$ cat src/rtl/turbo_itl_top.sv
// turbo_itl_top: 64 x 1-bit frame buffer for a turbo-code interleaver.
// Serial bits are written in natural order. A request strobe reads the
// frame out twice in parallel: once in natural order on rdata, and once in
// bit-reversed (optionally XOR-scrambled) order on rdata_itl.
//
// Build option: define ITL_XOR_SCRAMBLE_EN to XOR the reversed index with
// the latched seed masked to the frame length. When it is undefined, the
// permutation is a plain bit reversal and the seed bits are ignored.

module turbo_itl_top (
  input  logic       clk,
  input  logic       rst,
  input  logic [5:0] link_id,
  input  logic       din,
  input  logic       din_vld,
  input  logic       request,
  output logic       rdata,
  output logic       rdata_itl
);

  typedef enum logic [0:0] {
    IDLE = 1'b0,
    READ = 1'b1
  } state_t;

  state_t      state_r;
  state_t      state_nxt_s;

  logic [63:0] buf_r;
  logic [5:0]  wr_ptr_r;
  logic [5:0]  rd_cnt_r;
  logic [1:0]  ksel_r;        // latched frame-length select
  logic [5:0]  kmax_rd_s;     // K-1 of the latched frame
  logic [5:0]  kmax_wr_s;     // K-1 governing the current write
  logic        wr_en_s;
  logic        last_s;
  logic [5:0]  pi_s;
  logic        latch_s;

`ifdef ITL_XOR_SCRAMBLE_EN
  logic [5:0]  seed_r;
`else
  logic [3:0]  seed_unused_s;
  assign seed_unused_s = link_id[5:2];
`endif

  // Returns K-1 for a frame-length select code.
  function automatic logic [5:0] kmax_f(input logic [1:0] sel);
    logic [5:0] km;
    case (sel)
      2'b00:   km = 6'd7;
      2'b01:   km = 6'd15;
      2'b10:   km = 6'd31;
      default: km = 6'd63;
    endcase
    return km;
  endfunction

  // Reverses the low n = log2(K) bits of idx; upper bits come back as zero.
  function automatic logic [5:0] bitrev_f(input logic [5:0] idx, input logic [1:0] sel);
    logic [5:0] rev;
    logic [5:0] res;
    rev = {idx[0], idx[1], idx[2], idx[3], idx[4], idx[5]};
    case (sel)
      2'b00:   res = {3'b000, rev[5:3]};
      2'b01:   res = {2'b00,  rev[5:2]};
      2'b10:   res = {1'b0,   rev[5:1]};
      default: res = rev;
    endcase
    return res;
  endfunction

  // Write qualification, frame-length decode and interleaved read address.
  always_comb begin
    wr_en_s   = 1'b0;
    kmax_wr_s = 6'd0;
    latch_s   = 1'b0;
    kmax_rd_s = kmax_f(ksel_r);
    last_s    = (rd_cnt_r == kmax_rd_s);
    // Request wins over a simultaneous write; nothing is written in READ.
    if ((state_r == IDLE) && din_vld && !request) begin
      wr_en_s = 1'b1;
    end else begin
      wr_en_s = 1'b0;
    end
    // The first bit of a frame takes its length from the incoming link_id.
    if (wr_ptr_r == 6'd0) begin
      latch_s   = wr_en_s;
      kmax_wr_s = kmax_f(link_id[1:0]);
    end else begin
      latch_s   = 1'b0;
      kmax_wr_s = kmax_rd_s;
    end
`ifdef ITL_XOR_SCRAMBLE_EN
    pi_s = bitrev_f(rd_cnt_r, ksel_r) ^ (seed_r & kmax_rd_s);
`else
    pi_s = bitrev_f(rd_cnt_r, ksel_r);
`endif
  end

  // State register.
  always_ff @(posedge clk) begin
    if (rst) begin
      state_r <= IDLE;
    end else begin
      state_r <= state_nxt_s;
    end
  end

  // Next-state logic: one burst of K cycles per accepted request.
  always_comb begin
    state_nxt_s = state_r;
    case (state_r)
      IDLE: begin
        if (request) begin
          state_nxt_s = READ;
        end else begin
          state_nxt_s = IDLE;
        end
      end
      READ: begin
        if (last_s) begin
          state_nxt_s = IDLE;
        end else begin
          state_nxt_s = READ;
        end
      end
      default: state_nxt_s = IDLE;
    endcase
  end

  // Frame buffer write path and frame parameter latch.
  always_ff @(posedge clk) begin
    if (rst) begin
      buf_r    <= 64'd0;
      wr_ptr_r <= 6'd0;
      ksel_r   <= 2'b00;
`ifdef ITL_XOR_SCRAMBLE_EN
      seed_r   <= 6'd0;
`endif
    end else begin
      if (wr_en_s) begin
        buf_r[wr_ptr_r] <= din;
        if (wr_ptr_r == kmax_wr_s) begin
          wr_ptr_r <= 6'd0;
        end else begin
          wr_ptr_r <= wr_ptr_r + 6'd1;
        end
      end
      if (latch_s) begin
        ksel_r <= link_id[1:0];
`ifdef ITL_XOR_SCRAMBLE_EN
        seed_r <= link_id;
`endif
      end
    end
  end

  // Readout counter and registered outputs; outputs idle low outside a burst.
  always_ff @(posedge clk) begin
    if (rst) begin
      rd_cnt_r  <= 6'd0;
      rdata     <= 1'b0;
      rdata_itl <= 1'b0;
    end else begin
      case (state_r)
        READ: begin
          rdata     <= buf_r[rd_cnt_r];
          rdata_itl <= buf_r[pi_s];
          rd_cnt_r  <= rd_cnt_r + 6'd1;
        end
        default: begin
          rdata     <= 1'b0;
          rdata_itl <= 1'b0;
          rd_cnt_r  <= 6'd0;
        end
      endcase
    end
  end

endmodule

$ cat config.mk
export PLATFORM = sky130hd
export DESIGN_NAME = turbo_itl_top
export DESIGN_NICKNAME = d
export VERILOG_FILES = /design/src/rtl/turbo_itl_top.sv
export SDC_FILE = /design/constraint.sdc
export NUM_CORES = 1
export LEC_CHECK = 0
export CAP_MARGIN = 20
export CORE_UTILIZATION = 30
export CTS_BUF_LIST = sky130_fd_sc_hd__clkbuf_8
export DETAILED_ROUTE_END_ITERATION = 6
export GPL_TIMING_DRIVEN = 0
export REMOVE_ABC_BUFFERS = 1
export SLEW_MARGIN = 20
export SYNTH_ARGS = -nofsm -noshare
export SYNTH_HDL_FRONTEND = slang
export SYNTH_SLANG_ARGS = --single-unit
$ cat constraint.sdc
create_clock -name clk -period 6.6 [get_ports clk]
set_input_delay 1.32 -clock clk [delete_from_list [all_inputs] [get_ports clk]]
set_output_delay 1.32 -clock clk [all_outputs]
set_load 0.03 [all_outputs]
# After elaboration in Yosys (flattened, before gate mapping)
# Cells that the tools add are included.
[classes] n_addsub=2 magnitude_cmp=4 eq_ne=6 muxes=17 n_bitwise=1 reduce_logical=8
[op_table] cell="$bwmux W64" n=1
[op_table] cell="$pmux W6 S3" n=3
[op_table] cell="$lt A6 B7 Y1 const B" n=3
[op_table] cell="$add A6 B1 Y6 const B" n=2
[op_table] cell="$bmux W1 S6" n=2
[op_table] cell="$eq A6 B6 Y1" n=2
[op_table] cell="$mux W6" n=2
[op_table] cell="$mux W1" n=7
[op_table] cell="$demux W1 S6" n=1
[op_table] cell="$ge A6 B1 Y1 const B" n=1
[op_table] cell="$logic_not A6 Y1" n=1
[op_table] cell="$eq A2 B1 Y1 const B" n=2
[op_table] cell="$eq A2 B2 Y1 const B" n=2
[op_table] cell="$logic_not A2 Y1" n=2
[op_table] cell="$logic_and A1 B1 Y1" n=3
[op_table] cell="$pmux W1 S2" n=1
[op_table] cell="$reduce_or A2 Y1" n=1
[op_table] cell="$logic_not A1 Y1" n=1
[op_table] cell="$not A1 Y1" n=1
[word_totals] ff_bits=81 in_bits=11 out_inout_bits=2 wordCells=45

# Depth between registers and ports, before layout
# Gate-level depths: netlist of run 1.
[depth] ltp_word=5 ltp_mapped=9 mapped_depth_nobuf=7

# Worst setup path after synthesis of run 1
# Ideal clock, no wire load.
[synth_timing] path_kind="input to register" startpoint="input port request" endpoint="register buf_r[12]" setup_ps=128 arrival_ps=2665 required_ps=6472 setup_slack_ps=3807 cell_stages=6 path_cell_list="nor3b_2 nand2_1 nor3_1 nand2_1 mux2i_1 nor2_1"
[synth_via] elab_chain_len=3
[synth_rtl] element="start: declaration" line="16" rtl="input logic request,"
[synth_rtl] element="$logic_not A1 Y1" line="81" rtl="if ((state_r == IDLE) && din_vld && !request) begin"
[synth_rtl] element="$logic_and A1 B1 Y1" line="81"
[synth_rtl] element="$mux W1" line="81"
[synth_rtl] element="end signal: indexed assignment" line="143" rtl="buf_r[wr_ptr_r] <= din;"
[synth_rtl] element="end: declaration" line="29" rtl="logic [63:0] buf_r;"
# No other way between the ends.
# A chain may end at the register's enable or synchronous reset.

# Worst setup path after layout of run 1
[layout_timing] startpoint="input port request" endpoint="register buf_r[21]"
# Same word-level chain as after synthesis.

==> impl_metrics.xml, run 1 <==
<?xml version="1.0" encoding="UTF-8"?>
<metrics>
  <group name="status">
    <metric name="run_status" unit="">finished clean</metric>
  </group>
  <group name="grt">
    <metric name="grtUsageTotal" unit="">0.1601</metric>
    <metric name="grt_start_max_net_pins" unit="">73</metric>
    <metric name="grt_pass1_wl" unit="mm">19.87</metric>
    <metric name="antenna_found_initial" unit="">0</metric>
    <metric name="via_count_of_the_first_global_routing_pass" unit="">3651</metric>
    <metric name="gr_overflow_total" unit="">0</metric>
  </group>
  <group name="cts">
    <metric name="htree_levels" unit="">3</metric>
    <metric name="clock_tree_from_tritoncts" unit="">yes</metric>
    <metric name="clock_insertion_delay_worst_skew" unit="ps">370</metric>
    <metric name="number_of_hold_repair_buffers_added_at_the_cts_stage" unit="">0</metric>
    <metric name="number_of_instances_resized_during_post_cts_repair" unit="">0</metric>
    <metric name="cts-buffers-inserted" unit="">9</metric>
    <metric name="numClockSinks" unit="">81</metric>
    <metric name="cts-root-to-sink-buffers" unit="">2</metric>
    <metric name="clkSlewWorstSetupHoldPaths" unit="ps">80</metric>
    <metric name="cts_root_buf" unit="">sky130_fd_sc_hd__clkbuf_8</metric>
    <metric name="cts_post_setup_buffers_inserted" unit="">0</metric>
  </group>
  <group name="die">
    <metric name="io-pin-count" unit="">13</metric>
    <metric name="die_area" unit="mm²">0.01641</metric>
    <metric name="die_width" unit="µm">128.1</metric>
    <metric name="num_rows" unit="">45</metric>
    <metric name="core_area" unit="mm²">0.01537</metric>
    <metric name="height_of_the_chip" unit="µm">128.1</metric>
    <metric name="start_util" unit="">0.3105</metric>
  </group>
  <group name="route">
    <metric name="postRouteWirelength" unit="mm">12.15</metric>
    <metric name="drt-vias-per-instance" unit="">5.079</metric>
    <metric name="drcViolationCount" unit="">0</metric>
    <metric name="routed_wire_length_per_instance" unit="µm">16.83</metric>
    <metric name="detailedRoute.firstIterationViolations" unit="">285</metric>
    <metric name="drt.antenna.violating_nets" unit="">0</metric>
    <metric name="drt_first_pass_iters" unit="">4</metric>
    <metric name="route.vias.total" unit="">3667</metric>
  </group>
  <group name="timing">
    <metric name="finalHoldViolations" unit="">0</metric>
    <metric name="final.setup_skew" unit="ps">11.89</metric>
    <metric name="hold-worst-slack" unit="ps">486.7</metric>
    <metric name="slew_viol_final" unit="">0</metric>
    <metric name="highest_achievable_clock_rate" unit="MHz">267.8</metric>
    <metric name="final_min_period_over_clock_period" unit="">0.5659</metric>
    <metric name="fin_setup_tns" unit="ps">0</metric>
    <metric name="layout_min_cycle_time" unit="ps">3735</metric>
    <metric name="timing.slew.headroom" unit="">0.2546</metric>
    <metric name="setup_violations" unit="">0</metric>
    <metric name="worst_margin_slew" unit="ps">1114</metric>
    <metric name="rsz0062_at_grt" unit="">false</metric>
  </group>
  <group name="setup_path">
    <metric name="startpoint_type" unit="">primary input</metric>
    <metric name="setup.worst_path.end_class" unit="">register</metric>
    <metric name="path_delay_family" unit="">simple AND/OR/NAND/NOR gates</metric>
    <metric name="worstPathRequired" unit="ps">6840</metric>
    <metric name="critPathMaxFanout" unit="">9</metric>
    <metric name="critical_path.n_buffers_inverters" unit="">1</metric>
    <metric name="cp_cell_sequence" unit="">clkdlybuf4s50_1 &gt; nor3b_2 &gt; nand2_1 &gt; nor2_1 &gt; nand2_1 &gt; mux2i_1 &gt; nor2_1</metric>
    <metric name="cp_slowest_cell" unit="">sky130_fd_sc_hd__nor2_1</metric>
    <metric name="critPathMaxStageDelay" unit="ps">910</metric>
    <metric name="worst_ep_arrival_time" unit="ps">3970</metric>
    <metric name="criticalPathCategory" unit="">primary input to register</metric>
  </group>
  <group name="synthesis">
    <metric name="cell_area_after_technology_mapping" unit="mm²">0.004772</metric>
    <metric name="yosysTopAreaCell" unit="">sky130_fd_sc_hd__dfxtp_1</metric>
    <metric name="post-synth-top-area-fraction" unit="">0.3398</metric>
    <metric name="synth_enable_flop_cells" unit="">0</metric>
    <metric name="post_synth_most_frequent_cells" unit="">99 x sky130_fd_sc_hd__mux2i_1, 91 x sky130_fd_sc_hd__nand2_1, 87 x sky130_fd_sc_hd__nor2_1</metric>
    <metric name="async_flop_share" unit="">0</metric>
    <metric name="postSynth.topFlopCell" unit="">sky130_fd_sc_hd__dfxtp_1</metric>
    <metric name="syn_avg_cell_area" unit="µm²">9.072</metric>
    <metric name="syn-instance-count" unit="">526</metric>
    <metric name="ys_top_cells_by_area" unit="">sky130_fd_sc_hd__dfxtp_1 34%, sky130_fd_sc_hd__mux2i_1 21%, sky130_fd_sc_hd__mux4_2 12%</metric>
    <metric name="postSynthRegisterBits" unit="">81</metric>
    <metric name="post_synthesis_cell_type_count" unit="">46</metric>
    <metric name="yosysMostFrequentCell" unit="">sky130_fd_sc_hd__mux2i_1</metric>
    <metric name="yosysSeqAreaShare" unit="">0.3398</metric>
    <metric name="synthesis.yosys.warnings" unit="">0</metric>
  </group>
  <group name="pwr">
    <metric name="irDropWorstVdd" unit="mV">0.1020</metric>
    <metric name="power.density_cell_area" unit="mW/mm²">178.5</metric>
    <metric name="leakagePower" unit="nW">2.086</metric>
  </group>
  <group name="run">
    <metric name="max_cap_viols" unit="">0</metric>
  </group>
  <group name="final_layout">
    <metric name="diodes" unit="">0</metric>
    <metric name="layout-area-overhead-vs-synth" unit="%">8.233</metric>
    <metric name="share_of_post_route_cells_with_drive_strength_above_1" unit="">0.1174</metric>
    <metric name="final-instance-count-excl-fill" unit="">722</metric>
    <metric name="finish.net_count" unit="">520</metric>
  </group>
  <group name="placed_design">
    <metric name="dp.final_hpwl" unit="mm">7.937</metric>
    <metric name="globalplace.congestion" unit="">0.8235</metric>
    <metric name="portBuffers" unit="">8</metric>
    <metric name="numPlacedInstances" unit="">706</metric>
  </group>
  <group name="min_path">
    <metric name="worst_hold_path_type" unit="">register to register</metric>
  </group>
</metrics>
## placed cells by master, fill, tap and decap left out, types with 2 or more instances in the layout
| master | n |
|---|---|
| sky130_fd_sc_hd__nand2_1 | 91 |
| sky130_fd_sc_hd__and2_1 | 2 |
| sky130_fd_sc_hd__mux4_2 | 25 |
| sky130_fd_sc_hd__clkdlybuf4s50_1 | 6 |
| sky130_fd_sc_hd__a21oi_1 | 7 |
| sky130_fd_sc_hd__nor3b_1 | 3 |
| sky130_fd_sc_hd__nor2b_1 | 4 |
| sky130_fd_sc_hd__nor3_2 | 3 |
| sky130_fd_sc_hd__nand3_1 | 11 |
| sky130_fd_sc_hd__o31ai_1 | 2 |
| sky130_fd_sc_hd__mux2_2 | 10 |
| sky130_fd_sc_hd__clkbuf_8 | 10 |
| sky130_fd_sc_hd__ha_1 | 3 |
| sky130_fd_sc_hd__a311oi_1 | 2 |
| sky130_fd_sc_hd__a22oi_1 | 3 |
| sky130_fd_sc_hd__o21ai_0 | 5 |
| sky130_fd_sc_hd__dfxtp_2 | 2 |
| sky130_fd_sc_hd__inv_1 | 7 |
| sky130_fd_sc_hd__buf_4 | 3 |
| sky130_fd_sc_hd__mux2i_1 | 99 |
| sky130_fd_sc_hd__xnor2_1 | 7 |
| sky130_fd_sc_hd__xor2_1 | 5 |
| sky130_fd_sc_hd__nor2_1 | 87 |
| sky130_fd_sc_hd__and3b_1 | 2 |
| sky130_fd_sc_hd__nor3_1 | 4 |
| sky130_fd_sc_hd__dfxtp_1 | 79 |
| sky130_fd_sc_hd__clkinv_2 | 2 |
| sky130_fd_sc_hd__and3_1 | 3 |
| sky130_fd_sc_hd__nand2b_1 | 2 |
## path summary, 6_finish.rpt
| path | start | to | slack, ps | depth (start not counted) |
|---|---|---|---|---|
| max | request | buf_r[21]$_SDFFE_PP0P_ | 2870 | 7 |
| min | buf_r[7]$_SDFFE_PP0P_ | buf_r[7]$_SDFFE_PP0P_ | 490 | 2 |
| max reg2reg | ksel_r[0]$_SDFFE_PP0P_ | rdata_itl$_SDFF_PP0_ | 3440 | 6 |
| min reg2reg | buf_r[7]$_SDFFE_PP0P_ | buf_r[7]$_SDFFE_PP0P_ | 490 | 2 |
## layout make-up
class / instances / area (µm²)
Tap cell: 211 / 264.0
Multi-Input combinational cell: 398 / 2962
Inverter: 5 / 18.77
Fill cell: 1564 / 10210
Timing Repair Buffer: 11 / 107.6
Clock buffer: 10 / 137.6
Sequential cell: 81 / 1624
Clock inverter: 6 / 51.30
## per-stage QoR
step	area [µm²]	utilization	total power [W]	setup WS [ps]
after floorplan	4587	-	0.0005419	3820
after global placement	4931	0.3208	0.0005675	1872
after detailed placement	4970	0.3233	0.0005708	2621
after CTS	5159	0.3356	0.0009289	3004
after global routing	5165	0.3360	0.0009575	2783
final	5165	0.3360	0.0009217	2865
## flip-flops by register name (all words and copies together), names as in the netlist
name and flops:
buf_r 64, rd_cnt_r 6, wr_ptr_r 6, ksel_r 2
rdata 1, rdata_itl 1, state_r 1
## kinds of logic (layout without fill, tap and decap cells)
| kind of cell | Yosys count | count (layout) | share of synthesized area |
|---|---|---|---|
| flops | 81 | 81 | 0.3398 |
| fa+ha+maj | 3 | 3 | 0.007867 |
| mux | 134 | 134 | 0.3492 |
| xor+xnor | 12 | 12 | 0.02202 |
| simple gates | 219 | 219 | 0.1948 |
| compound gates | 30 | 30 | 0.04353 |
| buf+inv | 47 | 32 | 0.04273 |
## metal layers
| layer | share of wire | global-route usage |
|---|---|---|
| met1 | 0.46 | 0.2038 |
| met2 | 0.46 | 0.2615 |
| met3 | 0.064 | 0.03965 |
| met4 | 0.016 | 0.05882 |
| met5 | 0 | 0 |
## worst min-delay path, delay by kind of cell (launching register included)
| family | cells | cell delay [ps] |
|---|---|---|
| DFF | 1 | 330 |
| and+or+nand+nor | 1 | 60 |
| AOI/OAI and AO/OA | 1 | 50 |
## report_power, final
| group | switching, W | total [W] | internal, W |
|---|---|---|---|
| Sequential | 0.0000100 | 0.000501 | 0.000491 |
| Clock | 0.000182 | 0.000362 | 0.000180 |
| Combinational | 0.0000336 | 0.0000582 | 0.0000246 |
| Total | 0.000226 | 0.000922 | 0.000696 |
Power figures use the tool's default switching activity.
==> inputs of run 2 (changes only) <==
- clock period: 6.6 -> 3.8 ns (I/O delays scaled with it)
==> results of run 2 <==
Same layout as run 1 (identical final DEF). Status: finished clean.
Among the figures that moved: setup slack after placement 2621 ps -> 380.9 ps; setup slack after layout 2865 ps -> 625.2 ps; register-to-register setup slack 3440 ps -> 640 ps; total power 0.0009217 W -> 0.001601 W; worst IR drop on VDD 0.1020 mV -> 0.1772 mV
==> inputs of run 3 (changes only) <==
- clock period: 3.8 -> 2.8 ns (I/O delays scaled with it)
==> run 3 against run 2 <==
  * Final cell count rose by 0.83%
  * Non-clock buffer count is 5 higher
  * Flip-flop and latch count did not move
  * Final area up 2.0%
  * Critical path type is now register to register
  * Largest cell class unchanged
  * Critical endpoint is now rdata_itl$_SDFF_PP0_
==> impl_metrics.xml, run 3 (synthesis gave the netlist of run 1 again) <==
<?xml version="1.0" encoding="UTF-8"?>
<metrics>
  <group name="grt">
    <metric name="grtUsageTotal" unit="">0.1623</metric>
    <metric name="grt_start_max_net_pins" unit="">73</metric>
    <metric name="gr_overflow_total" unit="">0</metric>
    <metric name="grt_pass1_wl" unit="mm">20.14</metric>
    <metric name="gr-usage-met3" unit="">0.04215</metric>
    <metric name="antenna_found_initial" unit="">0</metric>
    <metric name="via_count_of_the_first_global_routing_pass" unit="">3697</metric>
    <metric name="groute.layer.met2.usage" unit="">0.2669</metric>
    <metric name="grt_util_met1" unit="">0.2055</metric>
    <metric name="layer_with_the_highest_usage" unit="">met2</metric>
  </group>
  <group name="setup_path">
    <metric name="critPathMaxFanout" unit="">27</metric>
    <metric name="worstReg2RegEnd" unit="">rdata_itl$_SDFF_PP0_</metric>
    <metric name="worst_ep_arrival_time" unit="ps">2960</metric>
    <metric name="startpoint_type" unit="">register</metric>
    <metric name="worstSetupStartpoint" unit="">rd_cnt_r[2]$_SDFF_PP0_</metric>
    <metric name="ff2ff_setup_slack" unit="ps">130</metric>
    <metric name="criticalPathCategory" unit="">register to register</metric>
    <metric name="r2r_start" unit="">rd_cnt_r[2]$_SDFF_PP0_</metric>
    <metric name="setup.worst_path.end_class" unit="">register</metric>
    <metric name="worst-r2r-cell-count" unit="">5</metric>
    <metric name="worstPathRequired" unit="ps">3090</metric>
  </group>
  <group name="timing">
    <metric name="setup_ws" unit="ps">133.1</metric>
    <metric name="finalHoldViolations" unit="">0</metric>
    <metric name="rsz0062_at_grt" unit="">false</metric>
    <metric name="worst_margin_slew" unit="ps">1019</metric>
    <metric name="highest_achievable_clock_rate" unit="MHz">375.0</metric>
    <metric name="timing.slew.headroom" unit="">0.3182</metric>
    <metric name="setup_violations" unit="">0</metric>
    <metric name="slew_viol_final" unit="">0</metric>
    <metric name="hold-worst-slack" unit="ps">487.4</metric>
    <metric name="final.setup_skew" unit="ps">13.99</metric>
    <metric name="final_min_period_over_clock_period" unit="">0.9525</metric>
    <metric name="layout_min_cycle_time" unit="ps">2667</metric>
  </group>
  <group name="pwr">
    <metric name="totalPowerFinal" unit="W">0.002184</metric>
    <metric name="power.density_cell_area" unit="mW/mm²">414.4</metric>
    <metric name="leakagePower" unit="nW">2.125</metric>
    <metric name="irDropWorstVdd" unit="mV">0.2403</metric>
  </group>
  <group name="route">
    <metric name="drcViolationCount" unit="">0</metric>
    <metric name="route.vias.total" unit="">3725</metric>
    <metric name="detailedRoute.firstIterationViolations" unit="">312</metric>
    <metric name="routed_wire_length_per_instance" unit="µm">17.03</metric>
    <metric name="drt_first_pass_iters" unit="">5</metric>
    <metric name="drt-vias-per-instance" unit="">5.117</metric>
    <metric name="postRouteWirelength" unit="mm">12.40</metric>
    <metric name="drt.antenna.violating_nets" unit="">0</metric>
  </group>
  <group name="cts">
    <metric name="clock_insertion_delay_worst_skew" unit="ps">370</metric>
    <metric name="cts_root_buf" unit="">sky130_fd_sc_hd__clkbuf_8</metric>
    <metric name="clock_tree_from_tritoncts" unit="">yes</metric>
    <metric name="numClockSinks" unit="">81</metric>
    <metric name="htree_levels" unit="">3</metric>
    <metric name="cts-root-to-sink-buffers" unit="">2</metric>
    <metric name="number_of_hold_repair_buffers_added_at_the_cts_stage" unit="">0</metric>
    <metric name="clkSlewWorstSetupHoldPaths" unit="ps">80</metric>
    <metric name="cts-buffers-inserted" unit="">9</metric>
  </group>
  <group name="final_layout">
    <metric name="mostFrequentLayoutCell" unit="">sky130_fd_sc_hd__mux2i_1</metric>
    <metric name="share_of_post_route_cells_with_drive_strength_above_1" unit="">0.1354</metric>
    <metric name="layout-area-overhead-vs-synth" unit="%">10.44</metric>
    <metric name="largest_register" unit="">buf_r</metric>
    <metric name="max_ffs_per_register" unit="">64</metric>
    <metric name="diodes" unit="">0</metric>
    <metric name="most-common-layout-cells" unit="">98 x sky130_fd_sc_hd__mux2i_1, 91 x sky130_fd_sc_hd__nand2_1, 85 x sky130_fd_sc_hd__nor2_1</metric>
    <metric name="post-route-util" unit="">0.3429</metric>
    <metric name="finish.net_count" unit="">526</metric>
    <metric name="biggestRegsByFlops" unit="">buf_r: 64 flops, rd_cnt_r: 6 flops, wr_ptr_r: 6 flops</metric>
  </group>
  <group name="die">
    <metric name="start_util" unit="">0.3105</metric>
    <metric name="die_area" unit="mm²">0.01641</metric>
    <metric name="core_area" unit="mm²">0.01537</metric>
    <metric name="height_of_the_chip" unit="µm">128.1</metric>
    <metric name="num_rows" unit="">45</metric>
    <metric name="die_width" unit="µm">128.1</metric>
    <metric name="io-pin-count" unit="">13</metric>
  </group>
  <group name="run">
    <metric name="max_cap_viols" unit="">0</metric>
  </group>
  <group name="placed_design">
    <metric name="globalplace.congestion" unit="">0.8235</metric>
    <metric name="portBuffers" unit="">8</metric>
    <metric name="dp.final_hpwl" unit="mm">7.937</metric>
    <metric name="dp_slack" unit="ps">-611.8</metric>
  </group>
  <group name="min_path">
    <metric name="worst_hold_path.endpoint" unit="">buf_r[7]$_SDFFE_PP0P_</metric>
    <metric name="timing.hold.worst_path_depth" unit="">2</metric>
    <metric name="worst_hold_path_type" unit="">register to register</metric>
    <metric name="hold_path.startpoint" unit="">buf_r[7]$_SDFFE_PP0P_</metric>
  </group>
  <group name="status">
    <metric name="run_status" unit="">finished clean</metric>
  </group>
</metrics>
-- run 3: changes by cell type in the layout (fill, tap and decap cells not counted), moves of 2 or more --
cell | before | now
sky130_fd_sc_hd__dfxtp_1 | 79 | 77
sky130_fd_sc_hd__nor2_1 | 87 | 85
sky130_fd_sc_hd__buf_4 | 3 | 7
sky130_fd_sc_hd__nor2_2 | 0 | 2
-- run 3: area by class of cell --
type                            instances  area, µm²
Timing Repair Buffer                   16      157.7
Inverter                                5      18.77
Clock inverter                          6      51.30
Clock buffer                           10      137.6
Sequential cell                        81       1629
Tap cell                              211      264.0
Multi-Input combinational cell        399       3012
Fill cell                            1561      10100
-- run 3: worst max-delay path, cell delays in order (launching register included) --
cell,delay [ps]
sky130_fd_sc_hd__dfxtp_2,760
sky130_fd_sc_hd__mux4_1,880
sky130_fd_sc_hd__mux2i_1,360
sky130_fd_sc_hd__o22ai_1,130
sky130_fd_sc_hd__o31a_1,250
sky130_fd_sc_hd__o2bb2ai_1,180
-- run 3: repair_timing --
action | in CTS | in global routing
gates resized for setup | 3 | 6
buffers inserted | 0 | 5
endpoints found under the setup margin | 10 | 46
cloned | 1 | 0
-- run 3: where the power goes --
part	internal (W)	switching (W)
Combinational	0.0000651	0.0000820
Clock	0.000424	0.000431
Sequential	0.00116	0.0000246
-- run 3: worst max-delay path by stage --
stage / end / cells after the start
3_3_place_gp: rdata_itl$_SDFF_PP0_ / 6
5_1_grt: rdata_itl$_SDFF_PP0_ / 6
3_5_place_dp: rdata_itl$_SDFF_PP0_ / 6
2_1_floorplan: rdata$_SDFF_PP0_ / 4
4_1_cts: buf_r[46]$_SDFFE_PP0P_ / 7
6_report: rdata_itl$_SDFF_PP0_ / 5
-- run 3: metal layers --
| layer | up-vias | share of wire | wire length (µm) |
|---|---|---|---|
| li1 | 1800 | - | - |
| met2 | 99 | 0.48 | 5973 |
| met1 | 1815 | 0.45 | 5537 |
| met5 | - | 0 | 0 |
| met4 | 0 | 0.015 | 187 |
| met3 | 11 | 0.056 | 699 |
-- run 3: stage by stage --
step | TNS, ps | cells | area, µm²
after floorplan | 0 | 484 | 4587
after global placement | -41420 | 703 | 4931
after detailed placement | -16350 | 706 | 4970
after CTS | -111.1 | 723 | 5191
after global routing | 0 | 728 | 5270
final | 0 | 728 | 5270
==> RTL edit 1 (settings of run 2) <==
Register the output `rdata` once more, cleared by the reset; this adds one clock of latency there. The other outputs are not delayed to match.
--- a/src/rtl/turbo_itl_top.sv
+++ b/src/rtl/turbo_itl_top.sv
@@ -24,2 +24,4 @@
   } state_t;
+
+  logic rdata_s0;
 
@@ -162,3 +164,3 @@
       rd_cnt_r  <= 6'd0;
-      rdata     <= 1'b0;
+      rdata_s0  <= 1'b0;
       rdata_itl <= 1'b0;
@@ -167,3 +169,3 @@
         READ: begin
-          rdata     <= buf_r[rd_cnt_r];
+          rdata_s0  <= buf_r[rd_cnt_r];
           rdata_itl <= buf_r[pi_s];
@@ -172,3 +174,3 @@
         default: begin
-          rdata     <= 1'b0;
+          rdata_s0  <= 1'b0;
           rdata_itl <= 1'b0;
@@ -180,2 +182,10 @@
 
+  always_ff @(posedge clk) begin
+    if (rst) begin
+      rdata <= '0;
+    end else begin
+      rdata <= rdata_s0;
+    end
+  end
+
 endmodule
Check against the original RTL: not equivalent (Yosys sat finds a counterexample within 4 cycles, from zero or initial values and one cycle with rst high).
==> RTL edit 1 against run 2 <==
Area after synthesis is 0.55% higher; sequential cell count grew 1; total power rose by 6.0%; core utilization grew 0.39 points; count of clock-buffer cells in the layout unchanged; non-clock buffer count is the same; wire length down 0.65%; cell area grew 1.5%; worst setup slack improved by 0.066 ns; critical endpoint is now rdata_itl$_SDFF_PP0_; largest cell class unchanged; largest power group unchanged.
==> RTL edit 1: results <==
run_status:
  status: "finished clean"
floorplan:
  fp.coreArea_um2: 15400
grt:
  use_met3_pct: 3.87
  first_global_vias: 3751
  met2_usage_pct: 25.2
  use_met1_pct: 20.5
  grt_max_degree: 74
synth:
  seq_area_frac_synth_pct: 34.2
  post_synth_num_cell_types: 47
  ys_top_cells_by_count: "mux2i_1, nand2_1, nor2_1, dfxtp_1, clkbuf_1"
detailed_routing:
  drt_iter0_drc: 277
  wl_met3_um: 686
  wl_met1_um: 5590
  viasPerCell: 5.14
  wl_per_cell_um: 16.7
  drt_first_pass_iters: 5
placement:
  dp_hpwl_um: 7820
  place_area_um2: 5020
final_layout:
  multi_input_area_um2: 2970
  fillers: 1580
  fin_nets: 522
  non_clock_buffer_area_share_pct: 2.43
power_and_ir_drop:
  p_leak_nw: 2.11
  ir_drop_uv: 134
setup_path:
  crit_fanout: 17
sta:
  clock_skew_ns: 0.0108
RTL edit 1: path summary, 6_finish.rpt:
kind	endpoint	start	slack, ns	cells after the start
max	rdata_itl$_SDFF_PP0_	ksel_r[0]$_SDFFE_PP0P_	0.69	6
min	rdata$_SDFF_PP0_	rdata_s0$_SDFF_PP0_	0.44	1
max reg2reg	rdata_itl$_SDFF_PP0_	ksel_r[0]$_SDFFE_PP0P_	0.69	6
min reg2reg	rdata$_SDFF_PP0_	rdata_s0$_SDFF_PP0_	0.44	1
RTL edit 1: worst max-delay path: stages (launching register included):
cell and delay, ns:
dfxtp_1 0.78, mux2_2 0.42, mux2i_1 0.67, mux2_2 0.42, a2bb2o_1 0.31, a311oi_1 0.25, o2bb2ai_1 0.17
RTL edit 1: kinds of logic after synthesis:
group / Yosys count / synth area share (%)
buffers and inverters: 47 / 4.25
adders and majority gates: 3 / 0.782
xor gates and xnor gates: 12 / 2.19
and+or+nand+nor: 220 / 19.5
DFF: 82 / 34.2
muxes: 134 / 34.7
AOI/OAI and AO/OA: 30 / 4.33
RTL edit 1: where the power goes:
group | leakage [nW] | switching, mW | internal, mW | total (mW)
clock network | 0.119 | 0.327 | 0.385 | 0.712
logic | 1.33 | 0.0632 | 0.0448 | 0.108
registers | 0.662 | 0.0143 | 0.863 | 0.878
RTL edit 1: per-stage QoR:
step           setup slack, ns  TNS [ns]  power [mW]  hold WS [ns]  instances
6_report                 0.691         0        1.70         0.444        724
5_1_grt                  0.486         0        1.77         0.471        724
4_1_cts                  0.442         0        1.72         0.451        724
3_5_place_dp             0.217         0        1.01         0.432        708
3_3_place_gp            -0.400    -0.938       0.997         0.430        705
2_1_floorplan             1.04         0       0.952         0.414        486
==> RTL edit 2 (config.mk and constraints of run 2) <==
Made on the original files. Add a define of `ITL_XOR_SCRAMBLE_EN`.
--- a/src/rtl/turbo_itl_top.sv
+++ b/src/rtl/turbo_itl_top.sv
@@ -8,2 +8,4 @@
 // permutation is a plain bit reversal and the seed bits are ignored.
+
+`define ITL_XOR_SCRAMBLE_EN
 
Formal check against the unedited RTL: not equivalent (a bounded check fails within 4 cycles, from zero or initial values and one cycle with rst high).
==> RTL edit 2 against run 2 <==
Clock power grew 24%; non-clock buffer count grew 3; total power grew 14%; synthesized cell count shrank 3.4%; cell area grew 3.7%; wire length shrank 2.0%; core utilization grew 0.23 points; area after synthesis grew 1.5%; worst setup slack lost 0.15 ns; sequential cell count grew 4; largest power group unchanged; highest routed layer unchanged.
==> RTL edit 2: results <==
grt:
  met2_usage_pct: 25.6
  use_met1_pct: 19.9
  grt_max_degree: 40
  track_usage_pct: 15.6
  grt_pass1_wl_um: 19500
  use_met3_pct: 4.54
placement:
  portBuffers: 12
  place_inst: 703
  place_area_um2: 5120
power_and_ir_drop:
  p_int_mw: 1.40
  p_comb_share_pct: 6.7
  ir_drop_uv: 196
  swShare_pct: 23.1
  p_leak_nw: 2.22
  powerClk_mw: 0.782
synth:
  ys_top_cells_by_count: "nor2_1, mux2i_1, dfxtp_1, nand2_1, mux4_2"
  synth_compound_area_share_pct: 3.26
  synth_fa_ha_area_share_pct: 0.775
  synthMuxAreaShare_pct: 35.4
  synth_xor_area_share_pct: 3.46
  seq_area_frac_synth_pct: 35.1
hold_path:
  min_to: "buf_r[3]$_SDFFE_PP0P_"
detailed_routing:
  wl_met1_um: 5510
  wl_met2_um: 5540
  wl_met3_um: 633
  drt_iter0_drc: 294
sta:
  slew-limit-headroom_pct: 24.6
  clock.fmax_ghz: 0.301
  clock_skew_ns: 0.0184
  hold_slack_ns: 0.492
run_status:
  status: "finished clean"
final_layout:
  fillers: 1578
  drive_gt1_share_pct: 10.3
  stdcell_count: 719
setup_path:
  reg2reg_slack_ns: 0.48
  slowest_stage: "mux2i_2"
  endpoint: "rdata_itl$_SDFF_PP0_"
  worst-r2r-cell-count: 7
  crit_fanout: 22
  critPathArrivalTime_ns: 3.64
-- RTL edit 2: timing repair --
item	in CTS	in global routing
hold buffers	0	0
resized for setup	1	0
setup endpoints to repair	1	0
-- RTL edit 2: area by class of cell --
| class | instances | area (um2) | share of cell area [%] |
|---|---|---|---|
| clock inverters | 6 | 103 | 1.92 |
| well taps | 216 | 270 | 5.05 |
| clock buffers | 10 | 138 | 2.57 |
| repair buffers | 14 | 153 | 2.85 |
| multi-input cells | 379 | 2950 | 55.2 |
| inverters | 9 | 33.8 | 0.631 |
| flip-flops and latches | 85 | 1700 | 31.8 |
-- RTL edit 2: logic make-up (layout without fill, tap and decap cells) --
logic type / count (synthesis) / after routing
AO/OA/AOI/OAI: 22 / 22
XOR/XNOR: 17 / 17
adder cells (fa/ha/maj): 3 / 3
buffers and inverters: 44 / 39
flip-flops: 85 / 85
multiplexers: 128 / 128
AND/OR/NAND/NOR: 209 / 209
